[config.mk]
export PLATFORM = sky130hd
export DESIGN_NAME = fetch_realigner_q_flat
export DESIGN_NICKNAME = d
export VERILOG_FILES = /design/src/rtl/fetch_realigner_q_if.sv /design/src/rtl/fetch_realigner_q.sv /design/src/flat_wrapper.sv
export SDC_FILE = /design/constraint.sdc
export NUM_CORES = 1
export LEC_CHECK = 0
export BUFFER_PORTS_ARGS = -buffer_cell sky130_fd_sc_hd__buf_2
export CAP_MARGIN = 20
export CORE_ASPECT_RATIO = 2
export CORE_MARGIN = 2
export CORE_UTILIZATION = 35
export DETAILED_ROUTE_END_ITERATION = 8
export PLACE_DENSITY_LB_ADDON = 0.15
export SLEW_MARGIN = 30
export SYNTH_ARGS = -nofsm -noshare
export SYNTH_HDL_FRONTEND = slang
export SYNTH_SLANG_ARGS = --single-unit
[constraint.sdc]
create_clock -name clk -period 11.26 [get_ports clk]
set_input_delay 0.563 -clock clk [delete_from_list [all_inputs] [get_ports clk]]
set_output_delay 0.563 -clock clk [all_outputs]
set_load 0.05 [all_outputs]
[src/rtl/fetch_realigner_q_if.sv]
// Fetch-to-decode and ICACHE signal bundle for the instruction realigner.
// The realigner takes the master side; the cache/decode environment takes the slave side.
interface fetch_realigner_q_if;
  logic        redirect;
  logic [31:0] redirect_pc;
  logic        inst_valid;
  logic        inst_ready;
  logic [31:0] inst;
  logic [31:0] inst_pc;
  logic        compressed;
  logic        ICACHE_ren;
  logic        ICACHE_wen;
  logic [29:0] ICACHE_addr;
  logic [31:0] ICACHE_wdata;
  logic [31:0] ICACHE_rdata;
  logic        ICACHE_stall;

  modport master (
    input  redirect, redirect_pc, inst_ready, ICACHE_rdata, ICACHE_stall,
    output inst_valid, inst, inst_pc, compressed,
           ICACHE_ren, ICACHE_wen, ICACHE_addr, ICACHE_wdata
  );

  modport slave (
    output redirect, redirect_pc, inst_ready, ICACHE_rdata, ICACHE_stall,
    input  inst_valid, inst, inst_pc, compressed,
           ICACHE_ren, ICACHE_wen, ICACHE_addr, ICACHE_wdata
  );
endinterface

[src/rtl/fetch_realigner_q.sv]
// Instruction realigner: prefetches ICACHE words into a halfword FIFO and hands
// one RV32C/RV32I instruction per cycle to decode at any halfword-aligned PC.
module fetch_realigner_q #(
  parameter int unsigned DEPTH     = 8,
  parameter bit          BYTE_SWAP = 1'b1,
  parameter logic [31:0] RESET_PC  = 32'h0000_0000
) (
  input  logic                clk,
  input  logic                rst,
  fetch_realigner_q_if.master bus
);
  localparam int unsigned    PW       = $clog2(DEPTH);
  localparam int unsigned    CW       = PW + 1;
  localparam logic [CW-1:0]  FILL_MAX = CW'(DEPTH - 2);

  typedef enum logic [1:0] {S_IDLE, S_BUSY, S_PEND} state_t;
  state_t state, state_nxt;

  logic [15:0]   fifo [DEPTH];
  logic [PW-1:0] rd_ptr, wr_ptr;
  logic [CW-1:0] count;
  logic [29:0]   fetch_addr;
  logic          skip;
  logic [31:0]   head_pc;
  logic [31:0]   pend_pc;

  logic          busy, ren, complete, push_ok, pop, is32, inst_vld;
  logic [31:0]   d;
  logic [15:0]   h0, h1;
  logic [CW-1:0] n_push, n_pop;
  logic [1:0]    unused_pc_lsb;

  function automatic logic [31:0] byte_rev(input logic [31:0] w);
    return {w[7:0], w[15:8], w[23:16], w[31:24]};
  endfunction

  assign busy = (state != S_IDLE);

  // A stalled access keeps ren up regardless of fill level or redirect.
  always_comb begin
    ren = 1'b0;
    if (!rst) ren = busy || ((count <= FILL_MAX) && !bus.redirect);
  end

  assign complete = ren && !bus.ICACHE_stall;
  assign push_ok  = complete && !bus.redirect && (state != S_PEND);
  assign d        = BYTE_SWAP ? byte_rev(bus.ICACHE_rdata) : bus.ICACHE_rdata;

  assign h0       = fifo[rd_ptr];
  assign h1       = fifo[rd_ptr + PW'(1)];
  assign is32     = (h0[1:0] == 2'b11);
  assign inst_vld = !bus.redirect && (state != S_PEND) &&
                    (is32 ? (count >= CW'(2)) : (count != '0));
  assign pop      = inst_vld && bus.inst_ready;
  assign n_push   = push_ok ? (skip ? CW'(1) : CW'(2)) : '0;
  assign n_pop    = pop ? (is32 ? CW'(2) : CW'(1)) : '0;

  assign bus.inst_valid   = inst_vld;
  assign bus.inst         = is32 ? {h1, h0} : {16'h0000, h0};
  assign bus.inst_pc      = head_pc;
  assign bus.compressed   = !is32;
  assign bus.ICACHE_ren   = ren;
  assign bus.ICACHE_wen   = 1'b0;
  assign bus.ICACHE_addr  = fetch_addr;
  assign bus.ICACHE_wdata = 32'h0000_0000;
  assign unused_pc_lsb    = {bus.redirect_pc[0], pend_pc[0]};

  always_ff @(posedge clk or posedge rst) begin
    if (rst) state <= S_IDLE;
    else     state <= state_nxt;
  end

  always_comb begin
    state_nxt = state;
    case (state)
      S_IDLE:  if (ren && bus.ICACHE_stall) state_nxt = S_BUSY;
      S_BUSY:  if (!bus.ICACHE_stall)       state_nxt = S_IDLE;
               else if (bus.redirect)       state_nxt = S_PEND;
      S_PEND:  if (!bus.ICACHE_stall)       state_nxt = S_IDLE;
      default: state_nxt = S_IDLE;
    endcase
  end

  always_ff @(posedge clk or posedge rst) begin
    if (rst) begin
      count      <= '0;
      rd_ptr     <= '0;
      wr_ptr     <= '0;
      fetch_addr <= RESET_PC[31:2];
      skip       <= RESET_PC[1];
      head_pc    <= {RESET_PC[31:1], 1'b0};
    end else if (bus.redirect && busy && bus.ICACHE_stall) begin
      // Flush now; the new fetch address waits until the held access retires.
      count  <= '0;
      rd_ptr <= '0;
      wr_ptr <= '0;
    end else if (bus.redirect) begin
      count      <= '0;
      rd_ptr     <= '0;
      wr_ptr     <= '0;
      fetch_addr <= bus.redirect_pc[31:2];
      skip       <= bus.redirect_pc[1];
      head_pc    <= {bus.redirect_pc[31:1], 1'b0};
    end else if (state == S_PEND) begin
      if (complete) begin
        fetch_addr <= pend_pc[31:2];
        skip       <= pend_pc[1];
        head_pc    <= {pend_pc[31:1], 1'b0};
      end
    end else begin
      count  <= count + n_push - n_pop;
      wr_ptr <= wr_ptr + n_push[PW-1:0];
      rd_ptr <= rd_ptr + n_pop[PW-1:0];
      if (complete) begin
        fetch_addr <= fetch_addr + 30'd1;
        skip       <= 1'b0;
      end
      if (pop) head_pc <= head_pc + (is32 ? 32'd4 : 32'd2);
    end
  end

  always_ff @(posedge clk) begin
    if (bus.redirect && busy && bus.ICACHE_stall) pend_pc <= bus.redirect_pc;
  end

  // Halfword storage; an entry only matters once count covers it.
  always_ff @(posedge clk) begin
    if (push_ok) begin
      if (skip) begin
        fifo[wr_ptr] <= d[31:16];
      end else begin
        fifo[wr_ptr]          <= d[15:0];
        fifo[wr_ptr + PW'(1)] <= d[31:16];
      end
    end
  end
endmodule

[src/flat_wrapper.sv]
// flat-port wrapper written by rule: the top's interface ports become plain ports
module fetch_realigner_q_flat 
#(
  parameter int unsigned DEPTH     = 8,
  parameter bit          BYTE_SWAP = 1'b1,
  parameter logic [31:0] RESET_PC  = 32'h0000_0000
)
  (clk, rst, bus_redirect, bus_redirect_pc, bus_inst_ready, bus_ICACHE_rdata, bus_ICACHE_stall, bus_inst_valid, bus_inst, bus_inst_pc, bus_compressed, bus_ICACHE_ren, bus_ICACHE_wen, bus_ICACHE_addr, bus_ICACHE_wdata);
  fetch_realigner_q_if bus_i ();
  input  logic clk;
  input  logic rst;
  input wire logic [$bits(bus_i.redirect)-1:0] bus_redirect;
  input wire logic [$bits(bus_i.redirect_pc)-1:0] bus_redirect_pc;
  input wire logic [$bits(bus_i.inst_ready)-1:0] bus_inst_ready;
  input wire logic [$bits(bus_i.ICACHE_rdata)-1:0] bus_ICACHE_rdata;
  input wire logic [$bits(bus_i.ICACHE_stall)-1:0] bus_ICACHE_stall;
  output wire logic [$bits(bus_i.inst_valid)-1:0] bus_inst_valid;
  output wire logic [$bits(bus_i.inst)-1:0] bus_inst;
  output wire logic [$bits(bus_i.inst_pc)-1:0] bus_inst_pc;
  output wire logic [$bits(bus_i.compressed)-1:0] bus_compressed;
  output wire logic [$bits(bus_i.ICACHE_ren)-1:0] bus_ICACHE_ren;
  output wire logic [$bits(bus_i.ICACHE_wen)-1:0] bus_ICACHE_wen;
  output wire logic [$bits(bus_i.ICACHE_addr)-1:0] bus_ICACHE_addr;
  output wire logic [$bits(bus_i.ICACHE_wdata)-1:0] bus_ICACHE_wdata;
  assign bus_i.redirect = bus_redirect;
  assign bus_i.redirect_pc = bus_redirect_pc;
  assign bus_i.inst_ready = bus_inst_ready;
  assign bus_i.ICACHE_rdata = bus_ICACHE_rdata;
  assign bus_i.ICACHE_stall = bus_ICACHE_stall;
  assign bus_inst_valid = bus_i.inst_valid;
  assign bus_inst = bus_i.inst;
  assign bus_inst_pc = bus_i.inst_pc;
  assign bus_compressed = bus_i.compressed;
  assign bus_ICACHE_ren = bus_i.ICACHE_ren;
  assign bus_ICACHE_wen = bus_i.ICACHE_wen;
  assign bus_ICACHE_addr = bus_i.ICACHE_addr;
  assign bus_ICACHE_wdata = bus_i.ICACHE_wdata;
  fetch_realigner_q #(.DEPTH(DEPTH), .BYTE_SWAP(BYTE_SWAP), .RESET_PC(RESET_PC)) u_core (.clk(clk), .rst(rst), .bus(bus_i));
endmodule
* After elaboration in Yosys (flattened, before gate mapping) *
Memories as Yosys holds them, arrays and structs flattened.
Cells that the tools add are included.
Widths: inputs -> output; s select.

storage, ports and cells
  register bits after elaboration = 107
  memory bits (writable) = 128
  output and inout bits = 130
  logic and storage cells = 93
  memories kept = 1

operators by class
  $add $sub $neg = 8
  $lt $le $gt $ge = 2
  equal/unequal tests = 9
  multiplexer cells = 41
  bitwise logic cells = 2
  reductions and logical operators = 22

memories
  name         depth  width  read ports  clocked after memory_dff  write ports  line                     text
  u_core.fifo  8      16     2           0                         2            fetch_realigner_q.sv:19  logic [15:0] fifo [DEPTH];

operator list
  cell                   number
  $mux 32                5
  $mux 30                4
  $add 32x32->32         1
  $add 30x1->30 const B  1
  $mux 3                 7
  $mux 4                 5
  $mux 16                1
  $mux 1                 12
  $mux 2                 6
  $logic_and 1x1->1      10
  $add 3x1->3 const B    2
  $add 3x3->3            2
  $ne 3x2->1 const B     2
  $pmux 2 s3             1
  $reduce_and 3->1       2
  $add 4x4->4            1
  $eq 2x2->1 const B     2
  $ge 4x2->1 const B     1
  $le 4x3->1 const B     1
  $ne 2x2->1 const B     2
  $reduce_bool 2->1      2
  $reduce_bool 4->1      1
  $sub 4x4->4            1
  $logic_not 1->1        3
  9 further kinds        9

* Longest topological paths before layout *
  depth in word-level cells = 13
  gate-level depth with buffers = 14
  mapped depth without buffers = 12

* Worst setup path after synthesis *
No wires, ideal clock.

  path kind = register to register
  start point = register u_core.rd_ptr[2]
  end point = register u_core.head_pc[27], in the netlist u_core.bus.inst_pc[27]
  setup time = 82 ps
  data arrival time = 4652 ps
  data required time = 11178 ps
  path slack = 6526 ps
  stages on the path, launching flop included = 15
  period minus slack after synthesis = 4734 ps
  path through = dfrtp_1 buf_1 mux4_2 mux2_2 nand2_1 clkbuf_1 buf_1 ha_1 inv_1 fa_1 nand3b_1 nor3_1 nand4_1 o41a_1 o22ai_1

between the ends
  longest elaborated chain between the ends = 7
  elaborated cells on any way between the ends = 12
  those cells by class = 1 x add/sub; 1 x eq/ne; 5 x mux; 4 x reduce/logical; 1 x memory

RTL lines
  element                                              line                                               text
  start: declaration                                   fetch_realigner_q.sv:20                            logic [PW-1:0] rd_ptr, wr_ptr;
  start signal: assignment                             fetch_realigner_q.sv:113                           rd_ptr <= rd_ptr + n_pop[PW-1:0];
  $mem_v2 8x16 (*)                                     --
  $eq 2x2->1 (*)                                       fetch_realigner_q.sv:51                            assign is32 = (h0[1:0] == 2'b11);
  $mux 3 or $mux 1 (tied branches)                     fetch_realigner_q.sv:118, fetch_realigner_q.sv:53
  $add 32x32->32 or $logic_and 1x1->1 (tied branches)  fetch_realigner_q.sv:118, fetch_realigner_q.sv:52
  $mux 32 or $logic_and 1x1->1 (tied branches)         fetch_realigner_q.sv:118, fetch_realigner_q.sv:54
  $mux 32 or $reduce_bool 3->1 (tied branches)         --
  $mux 32 or $reduce_and 3->1 (tied branches)          --
  end signal: assignment                               fetch_realigner_q.sv:103                           head_pc <= {bus.redirect_pc[31:1], 1'b0};
  end signal: assignment                               fetch_realigner_q.sv:108                           head_pc <= {pend_pc[31:1], 1'b0};
  end signal: assignment                               fetch_realigner_q.sv:118                           if (pop) head_pc <= head_pc + (is32 ? 32'd4 : 32'd2);
  end: declaration                                     fetch_realigner_q.sv:24                            logic [31:0] head_pc;

Mark *: on every way between the ends. The rest lies on a longest branch, timed or not. The select of a mux whose other input is x is not followed.
A chain may end at the register's enable or synchronous reset.

* Final worst setup path *
  start point = register u_core.rd_ptr[0]
  end point = output port bus_inst[22]

between the ends
  longest elaborated chain between the ends = 3
  elaborated cells on any way between the ends = 4
  those cells by class = 1 x add/sub; 1 x eq/ne; 1 x mux; 1 x memory

RTL lines
  element                                      line                     text
  $add 3x1->3 or $mem_v2 8x16 (tied branches)  --
  $mem_v2 8x16 (*)                             --
  $mux 32 (*)                                  fetch_realigner_q.sv:59  assign bus.inst = is32 ? {h1, h0} : {16'h0000, h0};
  end: declaration                             flat_wrapper.sv:18       output wire logic [$bits(bus_i.inst)-1:0] bus_inst;

Mark *: on every way between the ends. The rest lies on a longest branch, timed or not.

==> impl_results.md <==
* Top Ports at 199
* Commonest non-fill, non-tap cell in the layout: buf_2
* Largest net degree at the start of global routing at 64
* First-pass DRT Iterations at 5
* Vias/cell at 5.765
* Initial antenna violation count at 2
* Yosys warns at 0
* Chip height at 291.6 um
* Clk slew on worst S/H paths at around 0.070 ns
* Leading cell types in the layout, fill and taps excluded: buf_2 (163), edfxtp_1 (159), mux2_2 (125)
* WP data required at 10.70 ns
* Clock buffer depth at 3
* Post-cts resize count at 0
* Fraction of registers with async set/reset at 0.3176
* FF-to-FF setup slack at 7.16 ns
* Syn Inst Count at 1189
* Sink Count at 233
* Met2 Track Usage GR at 0.4279
* Reg2reg path depth at 12
* CTS root buffer: clkbuf_16
* 1st-iter DRT viols at 666
* Core area at 0.04086 mm^2
* EDFF count, synth at 159
* Routability congestion estimate from global placement at around 0.82
* VDD IR max at ~0.12 mV
* CTS tree: yes
* Worst-margin pin slew at just over 1 ns
* Site Rows at around 110
* DRC at 0
* GR Util met3 at 0.02828
* Footprint of the multi-input gates at 0.007231 mm^2
* Post-CTS Setup Inserts at 0
* Avg Cell Area, Syn at around 12 um^2
* Drt wl/cell at 25.89 um
* Most used routing layer: met2
* Final hold vios at 0
* Netlist cell types at 68
* Worst clock skew at 0.009441 ns
* Fmax at approximately 0.22 GHz
* H-tree depth at 1
* Setup ws final at 6.766 ns
* Crit Path Class: flip-flop to output port
* Initial core utilization at 0.3542
* Pre-CTS setup slack at 7.000 ns
* Final ANT Viol Nets at 0
* Layout cell share with drive strength beyond 1 at 0.3688
* Reg2reg end: u_core.bus.inst_pc[27]$_DFFE_PP0P_
* Die area at 0.04309 mm^2
* Worst Setup End Kind: output port
* Pins over their slew limit at 0
* Synth Cell Area at 0.01447 mm^2
* Die width at around 150 um
* P per Cell Area at 184.3 mW/mm^2
* RSZ-0062 raised after global routing: false
* Worst r2r src: u_core.rd_ptr[2]$_DFFE_PP0P_
* Final setup violation count at 0
* Minimum clock period at 4.494 ns
* Main flop type after synthesis: edfxtp_1
* FF+latch count, synth at 233
* Layout net count at between 1k and 1.5k
* GRT Overall Usage at 0.2216
* Crit path arrival time at 3.93 ns
* Hold_buf cts at 0
* Final WL at 48.71 mm
* Status: completed
* Vias at 10.84k
* First-pass GRT wire length at 71.15 mm
* CP Max Fanout at 47
* Vias in the first global route at 11.05k
* CP Launch Type: flip-flop
* Lkg Pwr at 0.006341 uW
* Relative slew slack at 0.3071
* DPL Wire Length at 33.33 mm
* Final worst path period share at 0.3991
* M1 GR Usage at 0.2300
* TritonCTS buffer count at 25
* CP startpoint: u_core.rd_ptr[0]$_DFFE_PP0P_
* Max_cap viols at 0
* Port Buffers at 163
* Synthesis-to-finish area growth at 14.91%
* Sequential share of the synthesized area at 0.4579
* Hold Crit Class: input port to async pin
* Post-route setup TNS at 0 ns
* Sequential cell area at 0.006631 mm^2
* Layout fillers at 3908
* Clk Latency, worst-skew pair at approximately 0.55 ns
* Remaining global-route overflow at 0
synth_stat cells (4+ instances only):
cell,instances,share of area
edfxtp_1,159,0.33
mux2_2,125,0.097
nand2_1,100,0.026
dfrtp_1,74,0.13
a21oi_1,72,0.025
mux4_2,64,0.10
clkbuf_1,55,0.014
inv_1,47,0.012
buf_4,37,0.019
mux2_4,36,0.037
o22ai_1,35,0.015
o21ai_0,31,0.011
and3_1,29,0.013
nor2_1,29,0.0075
nand3_1,24,0.0083
a22o_1,20,0.012
o2bb2ai_1,20,0.012
a22oi_1,15,0.0078
nor3_1,15,0.0052
o31ai_1,15,0.0078
nand4_1,14,0.0061
ha_1,13,0.011
buf_1,11,0.0029
nor4_1,11,0.0048
o31a_1,11,0.0067
a31oi_1,7,0.0030
buf_6,7,0.0054
o41ai_1,7,0.0042
a41oi_1,6,0.0036
buf_2,6,0.0021
or4_1,6,0.0031
and2_1,5,0.0022
and4_1,5,0.0030
fa_1,5,0.0069
nand2b_1,5,0.0022
o21bai_1,5,0.0026
xor2_1,5,0.0030
buf_8,4,0.0042
mux2i_1,4,0.0028
o41a_1,4,0.0031
cells by family after synthesis:
kind of cell / count (synthesis) / synth area share
compound gates: 270 / 0.1293
simple gates: 263 / 0.09243
flops: 233 / 0.4579
mux: 229 / 0.2370
buf+inv: 167 / 0.06018
fa+ha+maj: 18 / 0.01816
xor+xnor: 8 / 0.004842
other cells: 1 / 0.0002591
cell type report:
cell class | instances | area share
tap | 535 | 0.04025
sequential | 233 | 0.3988
inverter | 47 | 0.01068
clock inverter | 12 | 0.009856
antenna | 1 | 0.0001505
clock buffer | 33 | 0.04063
timing repair buffer | 198 | 0.06486
multi-input combinational | 822 | 0.4348
worst max-delay path by stage:
stage / to / cells past startpoint
4_1_cts: bus_inst[19] / 7
3_3_place_gp: u_core.count[2]$_DFFE_PP0P_ / 13
6_report: bus_inst[22] / 7
2_1_floorplan: u_core.bus.inst_pc[27]$_DFFE_PP0P_ / 14
3_5_place_dp: u_core.count[2]$_DFFE_PP0P_ / 13
5_1_grt: bus_inst[22] / 7
registers in the layout, indices dropped and copies added (netlist names):
name / flops
u_core.skip: 1
u_core.bus.ICACHE_addr: 30
u_core.count: 4
u_core.state: 2
u_core.rd_ptr: 3
u_core.fifo: 128
u_core.bus.inst_pc: 31
u_core.pend_pc: 31
u_core.wr_ptr: 3
critical path, cell delays in order (launching register included):
cell and delay (ns):
dfrtp_4 0.66, buf_4 0.68, ha_2 0.55, buf_4 0.46, mux4_2 0.56, nand2_1 0.08
a21oi_1 0.08, buf_2 0.24
through the flow:
step           power, uW  hold WS [ns]  instance area (um^2)  utilization  instances
2_1_floorplan       1926        0.5273                 14600            -       1222
5_1_grt             3205        0.1928                 16630       0.4070       1880
3_3_place_gp        2208        0.5285                 15790       0.3864       1835
4_1_cts             3104        0.1532                 16630       0.4070       1880
3_5_place_dp        2220        0.5408                 15790       0.3864       1835
6_report            3065        0.1475                 16630       0.4070       1881
where the power goes:
group / internal, uW / switching [uW] / leakage [uW]
registers: 1010 / 124 / 0.00235
logic: 334 / 728 / 0.00358
clock network: 513 / 360 / 0.000409
per-layer routing:
layer / routed length, um / share of wire
met3: 2356 / 0.048
met4: 2608 / 0.054
met5: 17 / 0.00035
met2: 27010 / 0.55
met1: 16710 / 0.34
Power figures use the tool's default switching activity.
